`config.mk`:
```
export PLATFORM = sky130hd
export DESIGN_NAME = fetch_pc_unit
export DESIGN_NICKNAME = d
export VERILOG_FILES = /design/src/rtl/fetch_pc_unit.sv
export SDC_FILE = /design/constraint.sdc
export NUM_CORES = 1
export LEC_CHECK = 0
export ABC_AREA = 1
export BUFFER_PORTS_ARGS = -buffer_cell sky130_fd_sc_hd__buf_2
export CELL_PAD_IN_SITES_DETAIL_PLACEMENT = 0
export CELL_PAD_IN_SITES_GLOBAL_PLACEMENT = 1
export CORE_AREA = 2 2 141 143
export DETAILED_ROUTE_END_ITERATION = 12
export DIE_AREA = 0 0 143 145
export PLACE_DENSITY = 0.79
export SLEW_MARGIN = 25
export SYNTH_ARGS = -nofsm -noshare
export SYNTH_HDL_FRONTEND = slang
export SYNTH_SLANG_ARGS = --single-unit
```
`constraint.sdc`:
```
create_clock -name i_clk -period 4.2 [get_ports i_clk]
set_clock_uncertainty 0.2 [all_clocks]
set_input_delay 0.21 -clock i_clk [delete_from_list [all_inputs] [get_ports i_clk]]
set_output_delay 0.21 -clock i_clk [all_outputs]
set_load 0.01 [all_outputs]
```
`src/rtl/fetch_pc_unit.sv`:
```
// Instruction-fetch / PC stage: IDLE -> REQ -> EXEC loop with next-PC selection.
// Optional macro FETCH_MISALIGN_TRAP_EN adds the sticky misalign flag and HALT state.
module fetch_pc_unit #(
   parameter logic [31:0] RESET_PC = 32'h0000_0000
) (
   input  logic        i_clk,
   input  logic        i_rst,
   output logic        o_imem_req,
   output logic [31:0] o_imem_addr,
   input  logic        i_imem_ack,
   input  logic [31:0] i_imem_rdata,
   output logic [31:0] o_instr,
   output logic        o_instr_valid,
   output logic [31:0] o_pc,
   output logic [31:0] o_pc_plus4,
   input  logic        i_instr_done,
   input  logic        i_jump,
   input  logic        i_branch,
   input  logic        i_nequal,
   input  logic        i_jr,
   input  logic        i_bclt,
   input  logic        i_alu_zero,
   input  logic        i_fp_cond,
   input  logic [31:0] i_jr_target,
   output logic        o_misalign
);

`ifdef FETCH_MISALIGN_TRAP_EN
   typedef enum logic [1:0] {
      S_IDLE = 2'd0,
      S_REQ  = 2'd1,
      S_EXEC = 2'd2,
      S_HALT = 2'd3
   } state_t;
`else
   typedef enum logic [1:0] {
      S_IDLE = 2'd0,
      S_REQ  = 2'd1,
      S_EXEC = 2'd2
   } state_t;
`endif

   state_t      r_state;
   state_t      w_state_nxt;
   logic [31:0] r_pc;
   logic [31:0] w_pc_nxt;
   logic [31:0] r_instr;
   logic [31:0] w_instr_nxt;
   logic        r_imem_req;
   logic        w_req_nxt;
   logic        r_instr_valid;
   logic        w_valid_nxt;
   logic [31:0] w_pc_plus4;
   logic [31:0] w_branch_tgt;
   logic [31:0] w_jump_tgt;
   logic        w_taken;
   logic [31:0] w_next_pc;
`ifdef FETCH_MISALIGN_TRAP_EN
   logic        r_misalign;
   logic        w_misalign_nxt;
`endif

   assign w_pc_plus4   = r_pc + 32'd4;
   assign w_branch_tgt = w_pc_plus4 + {{14{r_instr[15]}}, r_instr[15:0], 2'b00};
   assign w_jump_tgt   = {w_pc_plus4[31:28], r_instr[25:0], 2'b00};
   assign w_taken      = (i_branch & (i_alu_zero ^ i_nequal)) |
                         (i_bclt & (i_fp_cond == r_instr[16]));
   assign w_next_pc    = i_jr    ? i_jr_target :
                         i_jump  ? w_jump_tgt  :
                         w_taken ? w_branch_tgt : w_pc_plus4;

   always_comb begin
      w_state_nxt = r_state;
      w_pc_nxt    = r_pc;
      w_instr_nxt = r_instr;
      w_req_nxt   = 1'b0;
      w_valid_nxt = 1'b0;
`ifdef FETCH_MISALIGN_TRAP_EN
      w_misalign_nxt = r_misalign;
`endif
      case (r_state)
         S_IDLE: begin
            w_state_nxt = S_REQ;
            w_req_nxt   = 1'b1;
         end
         S_REQ: begin
            if (i_imem_ack) begin
               w_instr_nxt = i_imem_rdata;
               w_state_nxt = S_EXEC;
               w_valid_nxt = 1'b1;
            end else begin
               w_req_nxt = 1'b1;
            end
         end
         S_EXEC: begin
            if (i_instr_done) begin
`ifdef FETCH_MISALIGN_TRAP_EN
               if (w_next_pc[1:0] != 2'b00) begin
                  w_misalign_nxt = 1'b1;
                  w_state_nxt    = S_HALT;
               end else begin
                  w_pc_nxt    = w_next_pc;
                  w_state_nxt = S_REQ;
                  w_req_nxt   = 1'b1;
               end
`else
               // Without the trap, low address bits are simply dropped.
               w_pc_nxt    = w_next_pc & 32'hFFFF_FFFC;
               w_state_nxt = S_REQ;
               w_req_nxt   = 1'b1;
`endif
            end else begin
               w_valid_nxt = 1'b1;
            end
         end
`ifdef FETCH_MISALIGN_TRAP_EN
         S_HALT: begin
            w_state_nxt = S_HALT;
         end
`endif
         default: begin
            w_state_nxt = S_IDLE;
         end
      endcase
   end

   always_ff @(posedge i_clk) begin
      if (i_rst) begin
         r_state       <= S_IDLE;
         r_pc          <= RESET_PC;
         r_instr       <= 32'h0000_0000;
         r_imem_req    <= 1'b0;
         r_instr_valid <= 1'b0;
`ifdef FETCH_MISALIGN_TRAP_EN
         r_misalign    <= 1'b0;
`endif
      end else begin
         r_state       <= w_state_nxt;
         r_pc          <= w_pc_nxt;
         r_instr       <= w_instr_nxt;
         r_imem_req    <= w_req_nxt;
         r_instr_valid <= w_valid_nxt;
`ifdef FETCH_MISALIGN_TRAP_EN
         r_misalign    <= w_misalign_nxt;
`endif
      end
   end

   assign o_imem_req    = r_imem_req;
   assign o_imem_addr   = r_pc;
   assign o_instr       = r_instr;
   assign o_instr_valid = r_instr_valid;
   assign o_pc          = r_pc;
   assign o_pc_plus4    = w_pc_plus4;
`ifdef FETCH_MISALIGN_TRAP_EN
   assign o_misalign    = r_misalign;
`else
   assign o_misalign    = 1'b0;
`endif

endmodule

```
# --- Yosys cells after proc, flatten, opt, wreduce, memory -nomap -nowiden ---
# Cells that the tools add are included.
classes:
  addsub: 2
  n_eq_ne: 5
  muxes: 12
  bitwise: 4
  reduce_logical: 4
ops:
  columns: ["operator", "count"]
  rows:
  - ["$mux W32", 3]
  - ["$add A32 B3 Y32 const B", 1]
  - ["$add A32 B32 Y32", 1]
  - ["$pmux W2 S3", 1]
  - ["$reduce_and A2 Y1", 3]
  - ["$mux W1", 4]
  - ["$mux W2", 2]
  - ["$ne A2 B2 Y1 const B", 2]
  - ["$pmux W1 S3", 1]
  - ["$and A1 B1 Y1", 2]
  - ["$eq A2 B1 Y1 const B", 1]
  - ["$eq A2 B2 Y1 const B", 1]
  - ["$logic_not A2 Y1", 1]
  - ["$pmux W1 S2", 1]
  - ["$eq A1 B1 Y1", 1]
  - ["$or A1 B1 Y1", 1]
  - ["$xor A1 B1 Y1", 1]
word_totals:
  register_bits: 66
  inputBits: 75
  output_inout_bits: 131
  elab_cells: 32

# --- Depth between registers and ports, before layout ---
# Gate-level depths: netlist (run 1).
depth:
  depth_word: 6
  depth_mapped: 25
  mapped_depth_nobuf: 25

# --- Least setup slack after synthesis (run 1) ---
# OpenSTA, ideal clock, no wires.
synth_path:
  path_type: "reg2reg"
  from: "register r_pc[2] (netlist: o_imem_addr[2])"
  to: "register r_pc[26] (netlist: o_imem_addr[26])"
  setup_ns: 0.134
  t_arrival_ns: 2.786
  t_required_ns: 3.866
  setup_slack_ns: 1.080
  path_stages_with_launch: 23
  path_buffers: 0
  period_less_slack_ns: 3.120
  cell_sequence: "dfxtp_1 > ha_1 > nand3_2 > nor3_4 > nand3_2 > nor2_1 > nand2_1 > nand2_1 > inv_1 > ha_1 > nand2_1 > nor2_1 > nand2_1 > nor2_1 > nand2_1 > nand3_1 > nand2_1 > nand3_1 > nand2_1 > nand2_1 > nand2_1 > nand2_1 > a21oi_1"
synth_via:
  elab_chain_cells: 5
synth_lines:
  columns: ["element", "line", "source"]
  rows:
  - ["start, declared", "45", "logic [31:0] r_pc;"]
  - ["start signal, assigned", "139", "r_pc <= w_pc_nxt;"]
  - ["$add A32 B3 Y32", "63", "assign w_pc_plus4 = r_pc + 32'd4;"]
  - ["named net o_pc_plus4[22]", "15", "output logic [31:0] o_pc_plus4,"]
  - ["$add A32 B32 Y32", "64", "assign w_branch_tgt = w_pc_plus4 + {{14{r_instr[15]}}, r_instr[15:0], 2'b00};"]
  - ["$mux W32", "70", "w_taken ? w_branch_tgt : w_pc_plus4;"]
  - ["$mux W32", "69", "i_jump ? w_jump_tgt :"]
  - ["$mux W32", "68", "assign w_next_pc = i_jr ? i_jr_target :"]
# The timed path passes the listed nets, and every way through them passes these cells.
# A chain may end at the register's enable or synchronous reset.

# --- Final worst setup path (run 1) ---
layout_path:
  from: "register r_pc[3] (netlist: o_imem_addr[3])"
  to: "register r_pc[23] (netlist: o_imem_addr[23])"
layout_via:
  elab_chain_cells: 5
layout_lines:
  columns: ["element", "line"]
  rows:
  - ["$add A32 B3 Y32 *", "63"]
  - ["$add A32 B32 Y32", "64"]
  - ["$mux W32 *", "70"]
  - ["$mux W32 *", "69"]
  - ["$mux W32 *", "68"]
# Every way passes the cells marked *; elsewhere a longest branch is shown, timed or not.

==> reports/metrics.yaml, run 1 <==
setup_path:
  cp-end-kind: "flip-flop"
  arrival_ns: 3.82
  path_class: "flip-flop to flip-flop"
  startpoint_type: "flip-flop"
  r2r_cells: 21
  cp_data_required_time_ns: 4.22
  path_max_fanout: 6
hold_path:
  worstHoldPathType: "input port to flip-flop"
  holdPathStages: 3
timing:
  setup_ws_ns: 0.4038
  min_period_ns: 3.796
  slew_headroom: 0.3296
  rsz0062_at_grt: "false"
  max_freq_mhz: 263.4
  setup_viol: 0
  fin_crit_sh: 0.9039
  tns_ns: 0
  tightestPinTransition_ns: 0.9994
  drv_slew: 0
  final-hold-violation-count: 0
power:
  p_clk_frac: 0.398
  comb_power_share: 0.259
  intPower_mw: 1.425
  p_leak_nw: 4.540
  switchingPower_mw: 0.7108
  ir_worst_vdd_mv: 0.2181
  pwr-share-seq: 0.343
  power_density_nw_per_um2: 254.7
  swShare: 0.3328
floorplan:
  start_util: 0.3454
  io_pins: 206
  die_area_um2: 20740
  die_w_um: 143
  core_area_um2: 19210
  die_h_um: 145
  row_count: 51
global_routing:
  grt_pass1_wl_um: 39690
  grt_pass1_vias: 7286
  overflow: 0
  grt_antenna_before_repair: 1
  grt_util_all_layers: 0.2480
  grt_max_degree: 48
finish:
  num-fill-cells: 2089
  syn2layout_area_growth_pct: 26.38
  drive_gt1_frac: 0.1985
  most-common-layout-cells: "nand2_1 (336), buf_2 (196), nor2_1 (189)"
  antenna_cells: 0
  fin_nets: 1466
  mostFrequentLayoutCell: "nand2_1"
outcome:
  outcome: "finished clean"
clocking:
  htreeDepth: 3
  clock_latency_ns: 0.35
  numCtsBuffers: 9
  clock_sinks: 66
  clk_path_buf_depth: 2
  cts_setup_buffers: 0
  path_clk_slew_ns: 0.06
  cts_tree: "built"
  root_buffer: "clkbuf_16"
placed_design:
  dp_hpwl_um: 20700
  place_ws_ns: 0.5095
  place_congestion: 0.9418
  portBuffers: 196
yosys:
  synthCells: 1150
  ys_seq_area_frac: 0.1991
  yosys-top-cells-area: "dfxtp_1 (20%), nand2_1 (19%), nor2_1 (11%)"
  syn-cell-area_um2: 6635
  synth_top_area_cell: "dfxtp_1"
  synth_cell_types: 47
  synth_warnings: 0
  synth_top_area_share: 0.1991
  ys_seq_elements: 66
  synth.avg_cell_area_um2: 5.770
drt:
  drc: 0
  avgRoutedWirePerCell_um: 15.91
  postRouteAntennaNets: 0
  routed_wl_um: 25770
  first_iter_violations: 473
  routed_via_density: 4.840
  num_vias: 7841
  drt_first_pass_iters: 5
run:
  drv_cap: 0
==> what timing repair did <==
| action | CTS | global route |
|---|---|---|
| hold buffers | 39 | 0 |
| hold endpoints to repair | 39 | 0 |
| setup endpoints to repair | 0 | 0 |
| gates resized for setup | 0 | 0 |
==> state kept, by name, indices dropped and copies added (netlist names) <==
| name | cells |
|---|---|
| o_imem_addr | 30 |
| o_instr_valid | 1 |
| o_imem_req | 1 |
| r_state | 2 |
| o_instr | 32 |
==> critical path: stages, from the launching register on <==
cell     delay [ns]
dfxtp_1        0.44
ha_1           0.35
nand3_2        0.19
nor2_2         0.14
inv_2          0.06
nor2_2         0.09
inv_1          0.06
o21ai_1        0.33
inv_1          0.11
ha_1           0.37
nand2_1        0.09
nor2_1         0.22
and3_1         0.19
nand2_1        0.05
nand2_1        0.21
nand2_1        0.11
nand3_1        0.08
nand3_1        0.11
nand2_1        0.08
nand2_1        0.05
nand2_1        0.09
a21oi_2        0.05
==> synthesized netlist by cell type (all sizes together) <==
| master | count |
|---|---|
| nand2 | 348 |
| nor2 | 199 |
| inv | 143 |
| a21oi | 85 |
| dfxtp | 66 |
| nand3 | 60 |
| o21ai | 60 |
| buf | 44 |
| ha | 40 |
| clkbuf | 21 |
| nor3 | 14 |
| xor2 | 13 |
| nand4 | 10 |
| xnor2 | 9 |
| o21bai | 7 |
| o211ai | 5 |
| o221ai | 5 |
| or2 | 4 |
| nand3b | 3 |
| a31oi | 2 |
| o22ai | 2 |
| a211oi | 1 |
| a21o | 1 |
| a22oi | 1 |
| and3 | 1 |
| conb | 1 |
| dlygate4sd1 | 1 |
| dlymetal6s2s | 1 |
| fa | 1 |
| nor4 | 1 |
| o21a | 1 |
==> layout make-up <==
| class | instances | area, um^2 | area share |
|---|---|---|---|
| clock buffers | 10 | 239.0 | 0.02850 |
| clock inverters | 6 | 90.09 | 0.01074 |
| inverters | 143 | 536.8 | 0.06401 |
| multi-input cells | 880 | 4383 | 0.5227 |
| flip-flops and latches | 66 | 1321 | 0.1576 |
| well taps | 265 | 331.6 | 0.03954 |
| repair buffers | 250 | 1484 | 0.1770 |
==> routing by layer <==
metal  track usage  wire, um  vias to the layer above
met4       0.08960       863                        2
met2        0.3921     11560                      262
met1        0.3333     11670                     3535
li1              -         -                     3999
met5             0        13                        -
met3       0.04851      1668                       43
==> power by group through the flow <==
| stage | logic, mW | clock network (mW) | registers (mW) |
|---|---|---|---|
| final | 0.552 | 0.850 | 0.733 |
| after global routing | 0.616 | 0.891 | 0.740 |
| after CTS | 0.551 | 0.869 | 0.733 |
| after detailed placement | 0.521 | 0 | 0.746 |
| after global placement | 0.518 | 0 | 0.745 |
| after floorplan | 0.315 | 0 | 0.745 |
==> metrics by stage <==
step / cell area, um^2 / total power, mW / hold WS (ns) / utilization / instances
2_1_floorplan: 6658 / 1.060 / 0.1766 / - / 1156
4_1_cts: 8386 / 2.154 / 0.001897 / 0.4366 / 1620
6_report: 8386 / 2.136 / 0.004952 / 0.4366 / 1620
3_3_place_gp: 7666 / 1.263 / 0.2595 / 0.3991 / 1565
3_5_place_dp: 7666 / 1.268 / 0.2677 / 0.3991 / 1565
5_1_grt: 8386 / 2.248 / 0.04308 / 0.4366 / 1620
==> cells by family (layout without fill, tap and decap cells) <==
kind of cell / count (synthesis) / after routing / synth area share
buf+inv: 210 / 409 / 0.1441
fa+ha+maj: 41 / 41 / 0.07845
xor+xnor: 22 / 22 / 0.02904
simple gates: 640 / 640 / 0.4092
flops: 66 / 66 / 0.1991
other cells: 1 / 7 / 0.0005652
compound gates: 170 / 170 / 0.1395
==> final timing paths <==
kind / from / end / slack (ns)
max: o_imem_addr[3]$_SDFFE_PP0P_ / o_imem_addr[23]$_SDFFE_PP0P_ / 0.40
min: i_imem_rdata[15] / o_instr[15]$_SDFFE_PP0P_ / 0.005
max reg2reg: o_imem_addr[3]$_SDFFE_PP0P_ / o_imem_addr[23]$_SDFFE_PP0P_ / 0.40
min reg2reg: o_instr[27]$_SDFFE_PP0P_ / o_instr[27]$_SDFFE_PP0P_ / 0.29
Note: power is estimated with default switching activity, not from simulation.
==> run 2, diff against run 1 <==
--- a/config.mk
+++ b/config.mk
@@ -5,14 +5,14 @@
 export SDC_FILE = /design/constraint.sdc
 export NUM_CORES = 1
 export LEC_CHECK = 0
-export ABC_AREA = 1
 export BUFFER_PORTS_ARGS = -buffer_cell sky130_fd_sc_hd__buf_2
 export CELL_PAD_IN_SITES_DETAIL_PLACEMENT = 0
 export CELL_PAD_IN_SITES_GLOBAL_PLACEMENT = 1
-export CORE_AREA = 2 2 141 143
+export CORE_AREA = 2 2 130 132
 export DETAILED_ROUTE_END_ITERATION = 12
-export DIE_AREA = 0 0 143 145
-export PLACE_DENSITY = 0.79
+export DIE_AREA = 0 0 132 134
+export GPL_TIMING_DRIVEN = 0
+export PLACE_DENSITY_LB_ADDON = 0.1
 export SLEW_MARGIN = 25
 export SYNTH_ARGS = -nofsm -noshare
 export SYNTH_HDL_FRONTEND = slang
==> reports/metrics.yaml, run 2 <==
drt:
  num_vias: 6696  # -15%
  first_iter_violations: 427  # -9.7%
  drt_first_pass_iters: 5  # unchanged
  routed_via_density: 5.215  # +7.7%
  postRouteAntennaNets: 0  # unchanged
  drc: 0  # unchanged
  avgRoutedWirePerCell_um: 18.43  # +16%
  routed_wl_um: 23670  # -8.2%
timing:
  setup_viol: 0  # unchanged
  min_period_ns: 4.130  # +0.3342 ns
  fin_crit_sh: 0.9834  # +0.07957
  max_freq_mhz: 242.1  # -8.1%
  slew_headroom: 0.4869  # +0.1573
  rsz0062_at_grt: "true"
  tightestPinTransition_ns: 0.7638  # -0.2356 ns
  drv_slew: 0  # unchanged
  final-hold-violation-count: 0  # unchanged
clocking:
  numCtsBuffers: 9  # unchanged
  clk_path_buf_depth: 2  # unchanged
  htreeDepth: 3  # unchanged
  root_buffer: "clkbuf_16"
  path_clk_slew_ns: 0.06  # about the same
  clock_latency_ns: 0.35  # about the same
  cts_tree: "built"
  clock_sinks: 66  # unchanged
finish:
  multi_input_area_um2: 4190  # -4.4%
  mostFrequentLayoutCell: "buf_2"
  final_core_util: 0.5039  # +0.06729
  drive_gt1_frac: 0.3261  # +0.1276
  ff_latch_area_um2: 1349  # +2.1%
  largest_reg_flops: 32  # unchanged
  fin_nets: 1175  # -20%
  num-fill-cells: 1718  # -18%
  antenna_cells: 0  # unchanged
  syn2layout_area_growth_pct: 43.48
  most-common-layout-cells: "buf_2 (195), nand2_1 (129), a21oi_1 (87)"
  final_cell_area_um2: 8208  # -2.1%
floorplan:
  die_w_um: 132  # -7.7%
  die_h_um: 134  # -7.6%
  start_util: 0.3512  # +0.005729
  row_count: 47  # -7.8%
  die_area_um2: 17690  # -15%
  io_pins: 206  # unchanged
  core_area_um2: 16290  # -15%
global_routing:
  grt_pass1_vias: 6140  # -16%
  overflow: 0  # unchanged
  grt_max_degree: 25  # -48%
  grt_pass1_wl_um: 35500  # -11%
  grt_antenna_before_repair: 2  # +1
  grt_util_all_layers: 0.2608  # +0.01286
power:
  power_mw: 2.089  # -2.2%
  ir_worst_vdd_mv: 0.2028  # -7.0%
  p_leak_nw: 3.871  # -15%
  power_density_nw_per_um2: 254.5  # about the same
yosys:
  yosys-top-cells-area: "dfxtp_1 (23%), ha_1 (8.7%), nand2_1 (8.5%)"
  synth.avg_cell_area_um2: 7.241  # +26%
  synth_top_area_share: 0.2310  # +0.03184
  ys_async_sr_fraction: 0  # unchanged
  ys_seq_elements: 66  # unchanged
  synth_cell_types: 72  # +53%
  syn-cell-area_um2: 5720  # -14%
  ys_seq_area_frac: 0.2310  # +0.03184
  synth-edff-count: 0  # unchanged
  synth_top_area_cell: "dfxtp_1"
  synth.most_common_cell: "nand2_1"
  synthTopCellsByCount: "nand2_1 (130), a21oi_1 (91), dfxtp_1 (66)"
  yosys_most_used_dff: "dfxtp_1"
  synthCells: 790  # -31%
  synth_warnings: 0  # unchanged
setup_path:
  cp_data_required_time_ns: 4.25  # +0.03 ns
  startpoint_type: "flip-flop"
  startpoint: "o_imem_addr[16]$_SDFFE_PP0P_"
  path_max_fanout: 5  # -1
  path_class: "flip-flop to flip-flop"
  crit-reg2reg-launch: "o_imem_addr[16]$_SDFFE_PP0P_"
  arrival_ns: 4.18  # +0.36 ns
  cp-end-kind: "flip-flop"
placed_design:
  place_congestion: 0.8746  # -7.1%
  portBuffers: 194  # -1.0%
  place_area_um2: 7059  # -7.9%
  dp_hpwl_um: 18160  # -12%
outcome:
  outcome: "finished clean"
hold_path:
  min-delay-start: "i_imem_ack"
  worstHoldPathType: "input port to flip-flop"
run:
  drv_cap: 0  # unchanged
## run 2: metal layers
layer | GRT usage | wire, um
met1 | 0.3690 | 11170
met3 | 0.05215 | 1527
met4 | 0.08575 | 524
met2 | 0.3964 | 10440
met5 | 0 | 13
## run 2: area by class of cell
class,instances,share of cell area
clock inverters,6,0.01159
clock buffers,10,0.02912
inverters,22,0.01006
multi-input cells,626,0.5105
flip-flops and latches,66,0.1643
well taps,220,0.03354
repair buffers,254,0.1857
plain buffers,80,0.05518
## run 2: where the power goes
part | internal [mW] | total, mW | switching, mW
sequential | 0.660 | 0.710 | 0.0509
clock | 0.544 | 0.860 | 0.316
combinational | 0.215 | 0.519 | 0.303
## run 2: per-stage QoR
stage,std cells,hold slack [ns],setup WS (ns),TNS [ns]
after floorplan,796,0.1460,0.04969,0
after global placement,1210,0.2408,-0.4997,-1.581
after detailed placement,1210,0.2484,-0.4787,-1.378
after CTS,1273,0.0005492,0.01086,0
after global routing,1284,0.008810,-0.04909,-0.04909
final,1284,0.002553,0.06964,0
## run 2: logic make-up (layout without fill, tap and decap cells)
group,count (synthesis),count (layout),share of synthesized area
AND/OR/NAND/NOR,289,289,0.2308
AO/OA/AOI/OAI,240,240,0.2762
buffers and inverters,104,372,0.09449
flip-flops,66,66,0.2310
XOR/XNOR,45,45,0.06890
adder cells (fa/ha/maj),41,41,0.09099
multiplexers,4,4,0.006999
other,1,7,0.0006555
## run 2: path summary, 6_finish.rpt
| kind | endpoint | slack [ns] | cells after the start |
|---|---|---|---|
| max | o_imem_addr[31]$_SDFFE_PP0P_ | 0.07 | 14 |
| min | r_state[1]$_SDFFE_PP0P_ | 0.003 | 3 |
| max reg2reg | o_imem_addr[31]$_SDFFE_PP0P_ | 0.07 | 14 |
| min reg2reg | o_instr[29]$_SDFFE_PP0P_ | 0.25 | 2 |
## run 2: worst max-delay path, stage by stage (launching register included)
cell and delay (ns):
dfxtp_2 0.37, inv_1 0.11, or3_4 0.46, nor4_4 0.38
nand3_2 0.14, xnor2_2 0.27, ha_1 0.31, or2_2 0.34
a21oi_2 0.19, a31oi_2 0.08, a31oi_4 0.22, a21oi_2 0.09
or4_4 0.44, a31o_1 0.22, a31o_1 0.21
## run 2: repair_timing
action | 4_1_cts | 5_1_grt
buffers inserted | 15 | 12
endpoints found under the hold margin | 33 | 0
pin swaps | 16 | 17
endpoints found under the setup margin | 9 | 6
resized for setup | 32 | 31
hold buffers | 33 | 0
